File: config.mk
export PLATFORM = sky130hd
export DESIGN_NAME = pe_xi_sad
export DESIGN_NICKNAME = d
export VERILOG_FILES = /design/src/rtl/pe_xi_sad.sv
export SDC_FILE = /design/constraint.sdc
export NUM_CORES = 1
export LEC_CHECK = 0
export CAP_MARGIN = 20
export CELL_PAD_IN_SITES_DETAIL_PLACEMENT = 1
export CELL_PAD_IN_SITES_GLOBAL_PLACEMENT = 2
export CORE_ASPECT_RATIO = 0.75
export CORE_MARGIN = 4
export CORE_UTILIZATION = 35
export DETAILED_ROUTE_END_ITERATION = 16
export PLACE_DENSITY = 0.92
export SYNTH_ARGS = -nofsm -noshare
export SYNTH_HDL_FRONTEND = slang
export SYNTH_SLANG_ARGS = --single-unit
File: constraint.sdc
create_clock -name clk -period 7.36 [get_ports clk]
set_input_delay 2.208 -clock clk [delete_from_list [all_inputs] [get_ports clk]]
set_output_delay 2.208 -clock clk [all_outputs]
set_load 0.02 [all_outputs]
File: src/rtl/pe_xi_sad.sv
// Motion-estimation PE: preloaded current-block bank, selectable reference pixel,
// registered |curr-ref| (1 cycle) and saturating partial-SAD window (sad_valid 2 cycles after last sample).
module pe_xi_sad #(
  parameter  int PIXEL_W     = 8,
  parameter  int NUM_CB      = 8,
  parameter  int NUM_REF_SRC = 4,
  parameter  int ACC_W       = 16,
  parameter  int ACC_LEN     = 64,
  localparam int CBW         = (NUM_CB      > 1) ? $clog2(NUM_CB)      : 1,
  localparam int RSW         = (NUM_REF_SRC > 1) ? $clog2(NUM_REF_SRC) : 1,
  localparam int CNTW        = (ACC_LEN     > 1) ? $clog2(ACC_LEN)     : 1
) (
  input  logic                           clk,
  input  logic                           rst_n,
  input  logic [PIXEL_W-1:0]             in_curr,
  input  logic                           in_curr_enable,
  input  logic [CBW-1:0]                 CB_select,
  input  logic [CBW-1:0]                 abs_Control,
  input  logic [NUM_REF_SRC*PIXEL_W-1:0] ref_in,
  input  logic                           change_ref,
  input  logic [RSW-1:0]                 ref_input_Control,
  input  logic                           diff_valid_in,
  input  logic                           acc_clear,
  output logic [PIXEL_W-1:0]             abs_out,
  output logic                           abs_valid,
  output logic [PIXEL_W-1:0]             next_pix,
  output logic [PIXEL_W-1:0]             ref_pix,
  output logic [ACC_W-1:0]               sad_out,
  output logic                           sad_valid
);

  typedef enum logic {IDLE = 1'b0, ACCUM = 1'b1} state_t;

  logic [PIXEL_W-1:0] r_bank [NUM_CB];
  logic [PIXEL_W-1:0] r_ref;
  logic [PIXEL_W-1:0] r_abs;
  logic               r_abs_vld;
  state_t             r_state;
  logic [ACC_W-1:0]   r_acc;
  logic [CNTW-1:0]    r_cnt;
  logic [ACC_W-1:0]   r_sad;
  logic               r_sad_vld;

  logic [PIXEL_W-1:0] w_next;
  logic [PIXEL_W-1:0] w_curr;
  logic [PIXEL_W-1:0] w_ref_sel;
  logic               w_ref_ok;
  logic [PIXEL_W-1:0] w_absdiff;
  logic [ACC_W-1:0]   w_acc_base;
  logic [ACC_W:0]     w_sum;
  logic [ACC_W-1:0]   w_sat;

  // Out-of-range bank/source indices match no entry, so reads give 0 and writes are dropped.
  always_comb begin
    w_next = '0;
    w_curr = '0;
    for (int i = 0; i < NUM_CB; i++) begin
      if (CB_select == CBW'(i))   w_next = r_bank[i];
      if (abs_Control == CBW'(i)) w_curr = r_bank[i];
    end
  end

  always_comb begin
    w_ref_sel = '0;
    w_ref_ok  = 1'b0;
    for (int k = 0; k < NUM_REF_SRC; k++) begin
      if (ref_input_Control == RSW'(k)) begin
        w_ref_sel = ref_in[k*PIXEL_W +: PIXEL_W];
        w_ref_ok  = 1'b1;
      end
    end
  end

  assign w_absdiff  = (w_curr >= r_ref) ? (w_curr - r_ref) : (r_ref - w_curr);
  assign w_acc_base = (r_state == ACCUM) ? r_acc : '0;
  assign w_sum      = {1'b0, w_acc_base} + {{(ACC_W + 1 - PIXEL_W){1'b0}}, r_abs};
  assign w_sat      = w_sum[ACC_W] ? {ACC_W{1'b1}} : w_sum[ACC_W-1:0];

  always_ff @(posedge clk) begin
    if (!rst_n) begin
      for (int i = 0; i < NUM_CB; i++) r_bank[i] <= '0;
      r_ref     <= '0;
      r_abs     <= '0;
      r_abs_vld <= 1'b0;
    end else begin
      for (int i = 0; i < NUM_CB; i++) begin
        if (in_curr_enable && (CB_select == CBW'(i))) r_bank[i] <= in_curr;
      end
      if (change_ref && w_ref_ok) r_ref <= w_ref_sel;
      if (diff_valid_in)          r_abs <= w_absdiff;
      r_abs_vld <= diff_valid_in;
    end
  end

  // Window accumulator; a clear wins over a sample arriving in the same cycle.
  always_ff @(posedge clk) begin
    if (!rst_n) begin
      r_state   <= IDLE;
      r_acc     <= '0;
      r_cnt     <= '0;
      r_sad     <= '0;
      r_sad_vld <= 1'b0;
    end else begin
      r_sad_vld <= 1'b0;
      if (acc_clear) begin
        r_state <= IDLE;
        r_acc   <= '0;
        r_cnt   <= '0;
      end else if (r_abs_vld) begin
        if (r_cnt == CNTW'(ACC_LEN - 1)) begin
          r_sad     <= w_sat;
          r_sad_vld <= 1'b1;
          r_state   <= IDLE;
          r_acc     <= '0;
          r_cnt     <= '0;
        end else begin
          r_state <= ACCUM;
          r_acc   <= w_sat;
          r_cnt   <= r_cnt + 1'b1;
        end
      end
    end
  end

  assign abs_out   = r_abs;
  assign abs_valid = r_abs_vld;
  assign next_pix  = w_next;
  assign ref_pix   = r_ref;
  assign sad_out   = r_sad;
  assign sad_valid = r_sad_vld;

endmodule

==> results.txt <==
status: completed
XOR/XNOR Fraction of Synth Area: 0.01999
# diodes: 0
commonest non-fill, non-tap cell in the layout: nor2_1
Comb power frac: 0.183
number of port buffers: 95
max cap viols: 0
Post-CTS Resized: 0
deepest clock path buffer count: 2
vias in the first global route: 6283
post-synth top area share: 0.2741
Worst path max stage delay: 0.88 ns
distinct cell type count after synthesis: 62
largest area contributor in the netlist: edfxtp_1
DR WL/cell: 21.18 microns
Gate Count Post-Synth: 729
H-Tree Depth: 4
num ports: 96
Power Density: 236.5 mW/mm^2
cts bufs inserted: 17
Site Rows: 44
main combinational cell family by area after synthesis: simple AND/OR/NAND/NOR gates
Net Sw Frac: 0.2675
die area: 0.02239 sq mm
syn_area_per_cell: 9.618 sq um
post-route clock skew: 0.01173 ns
CTS Sinks: 121
FFs w/ async S/R, synth: 0
critical path class: input pin to primary output
top fanout value on the critical path: 15
Post-Synth Simple-Gate Area: 0.1734
Die Width: 171.4 microns
fmax: 149.6 MHz
Hold Path End: sad_out[10]$_SDFFE_PN0P_
Worst Hold Depth: 2
initial DRC count: 431
commonest non-fill, non-tap cells in the layout: 103 x nor2_1, 95 x clkdlybuf4s50_1, 73 x nand2_1
pin count of the biggest net entering global routing: 31
Hold WC Path Type: flop to flop
crit path max-delay cell type: clkdlybuf4s50_1
WP data required: 5.15 ns
initial core utilization: 0.3598
RSZ-0062 raised after global routing: false
Post-layout nets: 896
CTS tree: yes
Worst Setup End Kind: primary output
sequential share of the synthesized area: 0.4368
placed inst area: 0.008200 sq mm
final hold violations: 0
Max VDD drop: 0.1274 mV
Fill cells: 2210
DP Wirelength: 16.90 mm
syn_nets: 810
crit path DAT: 4.47 ns
ranking of synthesized cells by area: edfxtp_1 27%, dfxtp_1 16%, mux4_2 6.1%, nor2_1 5.5%, mux2i_1 4.6%
CTS clk-pin slew, worst paths: 0.06 ns
core area: 0.01949 sq mm
Int Pwr: 1.532 mW
Post-synth EDFFs: 64
Die H: 130.6 microns
post-route ant nets: 0
setup TNS: 0 ns
Final Cycle Share: 0.9079
DRC errors left: 0
Post-Synthesis Cell Area: 0.007012 sq mm
flop2flop setup slack: 3.61 ns
final worst slack: 0.6777 ns
global-route wire length before repair: 36.06 mm
CTS root buffer: clkbuf_16
total congestion overflow: 0
mux share of post-synthesis cell area: 0.1099
Skew-Pair Late Insertion Delay: 0.43 ns
Net Switching: 0.5594 mW
routed vias/inst: 5.574
Final setup viols: 0
share of cells above drive strength 1: 0.09300
Clock power frac: 0.440
Hold Buf Count CTS: 0
pre-CTS setup slack: 0.6574 ns
hold_ws: 0.4582 ns
RR Endpoint: sad_out[9]$_SDFFE_PN0P_
Final Non-Filler Cells: 1081
leakage power: 3.356 nW
post-route cell area: 0.008843 sq mm
hold_sp: sad_out[10]$_SDFFE_PN0P_
Final Slew Violations: 0
post-synthesis adder-cell area fraction: 0.05139
Vias: 6025
post-CTS setup buffer count: 0
GR Util All Layers: 0.2115
r2r worst-path depth: 10
routability congestion estimate: 0.9039
sequential share of power: 0.377
Primary FF master, synth: edfxtp_1
antenna violations before repair: 0
Routed WL: 22.90 mm
synth-to-layout area growth: 26.12%
Worst R2R Start: r_state$_SDFFE_PP0P_
placed cell count: 1049
CP Launch Type: input pin
Yosys reg bits: 121
Min Clock Period, post-route: 6.682 ns
Max-slew headroom: 0.3027
Synthesis Warnings: 0
TritonRoute pass-1 iters: 5
post-synthesis compound-gate area fraction: 0.1638
worst slew pin tran: 1.043 ns
worst-path cell chain: clkdlybuf4s50_1 > nor2b_1 > a22o_1 > nand2_1 > o221ai_1 > o21ai_0 > nand2_1 > clkdlybuf4s50_1
-- Yosys cell counts (7+ instances only) --
cell      number
buf_1          7
nor3_1        13
a21o_1        13
and2_1        10
edfxtp_1      64
ha_1          24
nand2_1       73
xor2_1         8
a21oi_1       53
nor2b_1        9
inv_1         29
clkbuf_1      26
xnor2_1        8
and3_1         8
dfxtp_1       57
mux2i_1       32
o211ai_1       8
nor2_1       103
o21ai_0       42
mux4_2        19
a22o_1         7
nand3_1       18
-- power by group through the flow --
stage               logic, mW  clock network, mW  registers [mW]
floorplan               0.242                  0           0.795
global placement        0.372                  0           0.801
detailed placement      0.379                  0           0.801
CTS                     0.383              0.928           0.788
global route            0.419              0.970           0.792
finish                  0.382              0.920           0.789
-- layout make-up --
class / instances / area, sq um / share of cell area
flip-flops and latches: 121 / 3063 / 0.3464
multi-input cells: 535 / 3636 / 0.4111
clock buffers: 20 / 446.7 / 0.05051
repair buffers: 109 / 1069 / 0.1208
clock inverters: 12 / 196.4 / 0.02221
well taps: 253 / 316.6 / 0.03580
inverters: 31 / 116.4 / 0.01316
-- worst max path at each step --
stage / from / endpoint
floorplan: CB_select[1] / next_pix[3]
global placement: CB_select[1] / next_pix[4]
detailed placement: CB_select[1] / next_pix[4]
CTS: CB_select[1] / next_pix[4]
global route: CB_select[1] / next_pix[5]
finish: CB_select[1] / next_pix[4]
-- routing by layer --
metal / global-route usage / vias up / part of all wire
li1: - / 2824 / -
met1: 0.3118 / 3018 / 0.50
met2: 0.3183 / 165 / 0.44
met3: 0.04692 / 18 / 0.056
met4: 0.04984 / 0 / 0.010
met5: 0 / - / 0
-- per-stage QoR --
step / utilization / power [mW]
final: 0.4538 / 2.091
after global routing: 0.4538 / 2.181
after CTS: 0.4538 / 2.099
after detailed placement: 0.4208 / 1.181
after global placement: 0.4208 / 1.172
after floorplan: - / 1.037
-- sequential cells by signal, indices dropped and copies added, names as in the netlist --
signal	count
r_bank	64
r_acc	16
sad_out	16
abs_out	8
ref_pix	8
r_cnt	6
abs_valid	1
r_state	1
sad_valid	1
-- cells by family (layout without fill, tap and decap cells) --
group | Yosys count | count (layout)
xor gates and xnor gates | 16 | 16
and+or+nand+nor | 266 | 266
buffers and inverters | 73 | 172
muxes | 53 | 53
adders and majority gates | 27 | 27
AOI/OAI and AO/OA | 173 | 173
DFF | 121 | 121
-- critical path: cells and delay by family --
family | cells | cell delay (ns)
compound gates | 3 | 0.38
buf+inv | 2 | 1.48
simple gates | 3 | 0.40
Note: power is estimated with default switching activity, not from simulation.
